**config.mk**
```make
export PLATFORM = sky130hd
export DESIGN_NAME = mem_copy_engine
export DESIGN_NICKNAME = d
export VERILOG_FILES = /design/src/rtl/mem_copy_engine.sv
export SDC_FILE = /design/constraint.sdc
export NUM_CORES = 1
export LEC_CHECK = 0
export ABC_AREA = 1
export BUFFER_PORTS_ARGS = -buffer_cell sky130_fd_sc_hd__buf_2
export CAP_MARGIN = 20
export CORE_MARGIN = 2
export CORE_UTILIZATION = 40
export CTS_CLUSTER_DIAMETER = 100
export CTS_CLUSTER_SIZE = 10
export DETAILED_ROUTE_END_ITERATION = 10
export PLACE_DENSITY = 0.66
export REMOVE_ABC_BUFFERS = 1
export SYNTH_ARGS = -nofsm -noshare
export SYNTH_HDL_FRONTEND = slang
export SYNTH_SLANG_ARGS = --single-unit
export TNS_END_PERCENT = 100
```
**constraint.sdc**
```tcl
create_clock -name CLK -period 3.1 [get_ports CLK]
set_clock_uncertainty 0.2 [all_clocks]
set_input_delay 0.31 -clock CLK [delete_from_list [all_inputs] [get_ports CLK]]
set_output_delay 0.31 -clock CLK [all_outputs]
set_load 0.02 [all_outputs]
```
**src/rtl/mem_copy_engine.sv**
```systemverilog
// rtl/mem_copy_engine.sv - Block copy/fill engine driving a single-port byte memory
module mem_copy_engine #(
    parameter int AW = 8,
    parameter int DW = 8
) (
    input  logic          CLK,
    input  logic          reset,
    input  logic          start,
    input  logic          mode,
    input  logic [AW-1:0] src_addr,
    input  logic [AW-1:0] dst_addr,
    input  logic [AW-1:0] len,
    input  logic [DW-1:0] fill_value,
    output logic          busy,
    output logic          done,
    output logic [AW-1:0] DataAddress,
    output logic          ReadMem,
    output logic          WriteMem,
    output logic [DW-1:0] DataIn,
    input  logic [DW-1:0] DataOut
);

    typedef enum logic [1:0] {
        IDLE  = 2'd0,
        READ  = 2'd1,
        WRITE = 2'd2,
        DONE  = 2'd3
    } state_t;

    state_t        state, state_nxt;
    logic [AW-1:0] src_ptr;
    logic [AW-1:0] dst_ptr;
    logic [AW-1:0] count;
    logic [DW-1:0] hold;
    logic [DW-1:0] fill_r;
    logic          mode_r;
    logic          backward;

    logic [AW-1:0] diff;
    logic          go_back;
    logic          accept;

    // Overlapping copy where the destination lies just above the source must
    // run top-down, otherwise source bytes are overwritten before being read.
    assign diff    = dst_addr - src_addr;
    assign go_back = !mode && (diff != '0) && (diff < len);
    assign accept  = (state == IDLE) && start;

    always_ff @(posedge CLK or posedge reset) begin
        if (reset) begin
            state <= IDLE;
        end else begin
            state <= state_nxt;
        end
    end

    always_ff @(posedge CLK or posedge reset) begin
        if (reset) begin
            src_ptr  <= '0;
            dst_ptr  <= '0;
            count    <= '0;
            hold     <= '0;
            fill_r   <= '0;
            mode_r   <= 1'b0;
            backward <= 1'b0;
        end else begin
            if (accept) begin
                mode_r   <= mode;
                fill_r   <= fill_value;
                count    <= len;
                backward <= go_back;
                if (go_back) begin
                    src_ptr <= src_addr + len - AW'(1);
                    dst_ptr <= dst_addr + len - AW'(1);
                end else begin
                    src_ptr <= src_addr;
                    dst_ptr <= dst_addr;
                end
            end
            if (state == READ) begin
                hold <= DataOut;
            end
            if (state == WRITE) begin
                count <= count - AW'(1);
                if (backward) begin
                    src_ptr <= src_ptr - AW'(1);
                    dst_ptr <= dst_ptr - AW'(1);
                end else begin
                    src_ptr <= src_ptr + AW'(1);
                    dst_ptr <= dst_ptr + AW'(1);
                end
            end
        end
    end

    always_comb begin
        state_nxt = state;
        case (state)
            IDLE: begin
                if (start) begin
                    if (len == '0) begin
                        state_nxt = DONE;
                    end else if (mode) begin
                        state_nxt = WRITE;
                    end else begin
                        state_nxt = READ;
                    end
                end
            end
            READ: begin
                state_nxt = WRITE;
            end
            WRITE: begin
                if (count == AW'(1)) begin
                    state_nxt = DONE;
                end else if (mode_r) begin
                    state_nxt = WRITE;
                end else begin
                    state_nxt = READ;
                end
            end
            DONE: begin
                state_nxt = IDLE;
            end
            default: begin
                state_nxt = IDLE;
            end
        endcase
    end

    // Gating the write strobe with reset keeps an aborted write from landing
    // on the memory even before the state register has visibly cleared.
    always_comb begin
        busy        = 1'b0;
        done        = 1'b0;
        DataAddress = '0;
        ReadMem     = 1'b0;
        WriteMem    = 1'b0;
        DataIn      = '0;
        case (state)
            READ: begin
                busy        = 1'b1;
                DataAddress = src_ptr;
                ReadMem     = !reset;
            end
            WRITE: begin
                busy        = 1'b1;
                DataAddress = dst_ptr;
                WriteMem    = !reset;
                if (!reset) begin
                    DataIn = mode_r ? fill_r : hold;
                end
            end
            DONE: begin
                done = 1'b1;
            end
            default: begin
            end
        endcase
    end

endmodule

```
==> impl_metrics.toml <==
[logic_synthesis]
synth_compound_area_share_pct = 13.7
muxShareOfSynthArea_pct = 1.99
synth_seq_cells = 44
ys_seq_area_share_pct = 24.3
synth_ff_type = "dfrtp_1"
synth_top_family_by_area = "simple AND/OR/NAND/NOR gates"
ys_warn_count = 0
yosys.area_share.simple_pct = 24.6
synth-xor-area-share_pct = 4.44
synth_edf_count = 0
async_flop_share_pct = 100
avgSynthCellArea_um2 = 7.10
syn_inst = 639
synthAdderAreaFrac_pct = 18.5
syn_area_um2 = 4530
synth_cell_type_count = 43

[setup_path]
critPathRequiredTime_ns = 3.06
worst_setup_path_end_kind = "flop"
worst_path_max_delay_cell = "fa_1"
arrival_ns = 2.75
max_stage_delay_ns = 0.40
critPathLaunchType = "input port"
path_class = "in2reg"
crit_path_frequent_cell = "inv_1"
path_cells = "buf_2 -> inv_1 -> ha_1 -> inv_1 -> fa_1 -> nand3_1 -> nand3_2 -> nand2_1 -> nand3_1 -> nand2_1 -> inv_1 -> ha_1 -> nand2_1 -> inv_1 -> a21oi_4 -> nand2_4 -> inv_1 -> nand2_1 -> nand3_1 -> nand3_1"
worstPathMaxFanout = 18

[place]
portBuffers = 63
dpl_worst_slack_ns = 0.0332
dp_cells = 838
dpl_cell_area_um2 = 5020
hpwlAfterDp_mm = 9.19
globalplace.congestion = 0.933

[global_routing]
grt_start_max_net_pins = 31
antenna_found_initial = 0
grt_pass1_vias = 4192
grt.total_usage_pct = 18.4
overflow = 0
grt_pass1_wl_mm = 19.1

[layout]
finalInstanceArea_um2 = 5210
final_nets = 814
drive_gt1_share_pct = 16.4
nFillCells = 1124
syn_to_final_growth_pct = 14.8
post-route-util_pct = 47.6
fin_cells = 847
diodes = 0

[sta]
rsz0062_at_grt = "false"
worst_pin_slew_ns = 0.572
fmax_mhz = 359
holdWs_ns = 0.0375
fin_ws_ns = 0.311
maxSlewViolCount = 0
setup_viol = 0
tns_ns = 0
slew_headroom_pct = 61.8
period_share_pct = 90.0
hold_violations = 0
fin_crit_ns = 2.79

[clocking]
cts_made_buffers = 5
cts_sinks = 44
cts_post_setup_buffers_inserted = 0
cts_tree = "built"
clockRootBuffer = "clkbuf_16"
clock_latency_ns = 0.29
cts.path.max_buffers = 2
cts.htree.levels = 2
clk_pin_slew_ns = 0.07

[outcome]
status = "finished, final reports clean"

[die]
rows = 38
die_h_um = 110
die-area_um2 = 12200
start_util_pct = 41.5
core_region_area_um2 = 10900
ios = 64
die_w_um = 110

[drt]
postRouteAntennaNets = 0
dr.pass1.iters = 5
drt_first_iter_violations = 243
wl_per_cell_um = 13.4
routed_wl_mm = 11.3
vias_per_cell = 5.05
drcViolationCount = 0
vias = 4276

[pwr]
leakage_nw = 2.89
finalPower_mw = 4.54
irDropWorstVdd_mv = 0.405
p_per_area_nw_per_um2 = 872

[worst_hold_path]
hold_class = "in2reg"

[run]
drv_cap = 0
-- synth_stat cells, types with 8 or more instances --
library cell / count / share of area (%)
nand2_1: 142 / 12
inv_1: 127 / 11
ha_1: 59 / 16
nand3_1: 47 / 5.2
a21oi_1: 45 / 5.0
dfrtp_1: 44 / 24
o21ai_0: 31 / 3.4
nor2_1: 30 / 2.5
xor2_1: 16 / 3.1
clkbuf_1: 8 / 0.66
mux2_2: 8 / 2.0
nand2_2: 8 / 1.1
-- worst max-delay path, delay by kind of cell --
kind / cells / cell delay, ns
fa+ha+maj: 3 / 0.82
compound gates: 1 / 0.18
simple gates: 10 / 0.93
buf+inv: 6 / 0.52
-- final timing paths --
kind	slack (ns)	depth (start not counted)	end	from
max	0.31	20	dst_ptr[1]$_DFFE_PP0P_	dst_addr[0]
min	0.04	3	hold[0]$_DFFE_PP0P_	DataOut[0]
max reg2reg	0.64	7	src_ptr[4]$_DFFE_PP0P_	state[0]$_DFFE_PP0P_
min reg2reg	0.27	2	hold[7]$_DFFE_PP0P_	hold[7]$_DFFE_PP0P_
max in group asynchronous	1.63	4	dst_ptr[0]$_DFFE_PP0P_	reset
min in group asynchronous	0.36	3	hold[1]$_DFFE_PP0P_	reset
-- final cells by class --
class	count	area, um2	share of cell area (%)
inverters	129	484	9.30
multi-input cells	451	2870	55.1
well taps	140	175	3.36
flip-flops and latches	44	1100	21.1
clock inverters	3	46.3	0.889
clock buffers	5	125	2.40
repair buffers	75	408	7.83
-- repair_timing --
item,CTS,global route
hold buffers,1,0
resized for setup,0,0
hold endpoints to repair,14,0
-- power breakdown --
part	internal, mW	switching (mW)
Combinational	1.05	1.77
Sequential	0.870	0.227
Clock	0.383	0.228
Total	2.31	2.23
-- state kept, by name, indices dropped and copies added (netlist names) --
signal	flops
state	2
src_ptr	8
mode_r	1
fill_r	8
hold	8
count	8
backward	1
dst_ptr	8
-- cells in the final DEF, fill, tap and decap left out, types with 4 or more instances in the layout --
master / instances
buf_4: 11
inv_1: 126
fa_1: 5
a31oi_1: 5
xor2_1: 16
dfrtp_1: 44
buf_2: 63
o21ai_0: 31
o221ai_1: 6
nand4_1: 7
a21oi_2: 4
nand2_2: 8
nand2_1: 142
xnor2_1: 7
clkbuf_16: 5
a21oi_1: 45
ha_1: 59
nand3_1: 47
mux2_2: 8
nor2_1: 30
-- layer usage --
layer,vias up,track usage [%],part of all wire (%)
li1,2197,-,-
met1,1936,23.8,47
met2,122,31.7,45
met3,21,2.74,5.2
met4,0,5.67,2.6
met5,-,0,0
-- cell families (layout without fill, tap and decap cells) --
group | count (synthesis) | count (layout)
AND/OR/NAND/NOR | 251 | 251
buffers and inverters | 144 | 212
AO/OA/AOI/OAI | 105 | 105
adder cells (fa/ha/maj) | 64 | 64
flip-flops | 44 | 44
XOR/XNOR | 23 | 23
multiplexers | 8 | 8
Power figures use the tool's default switching activity.
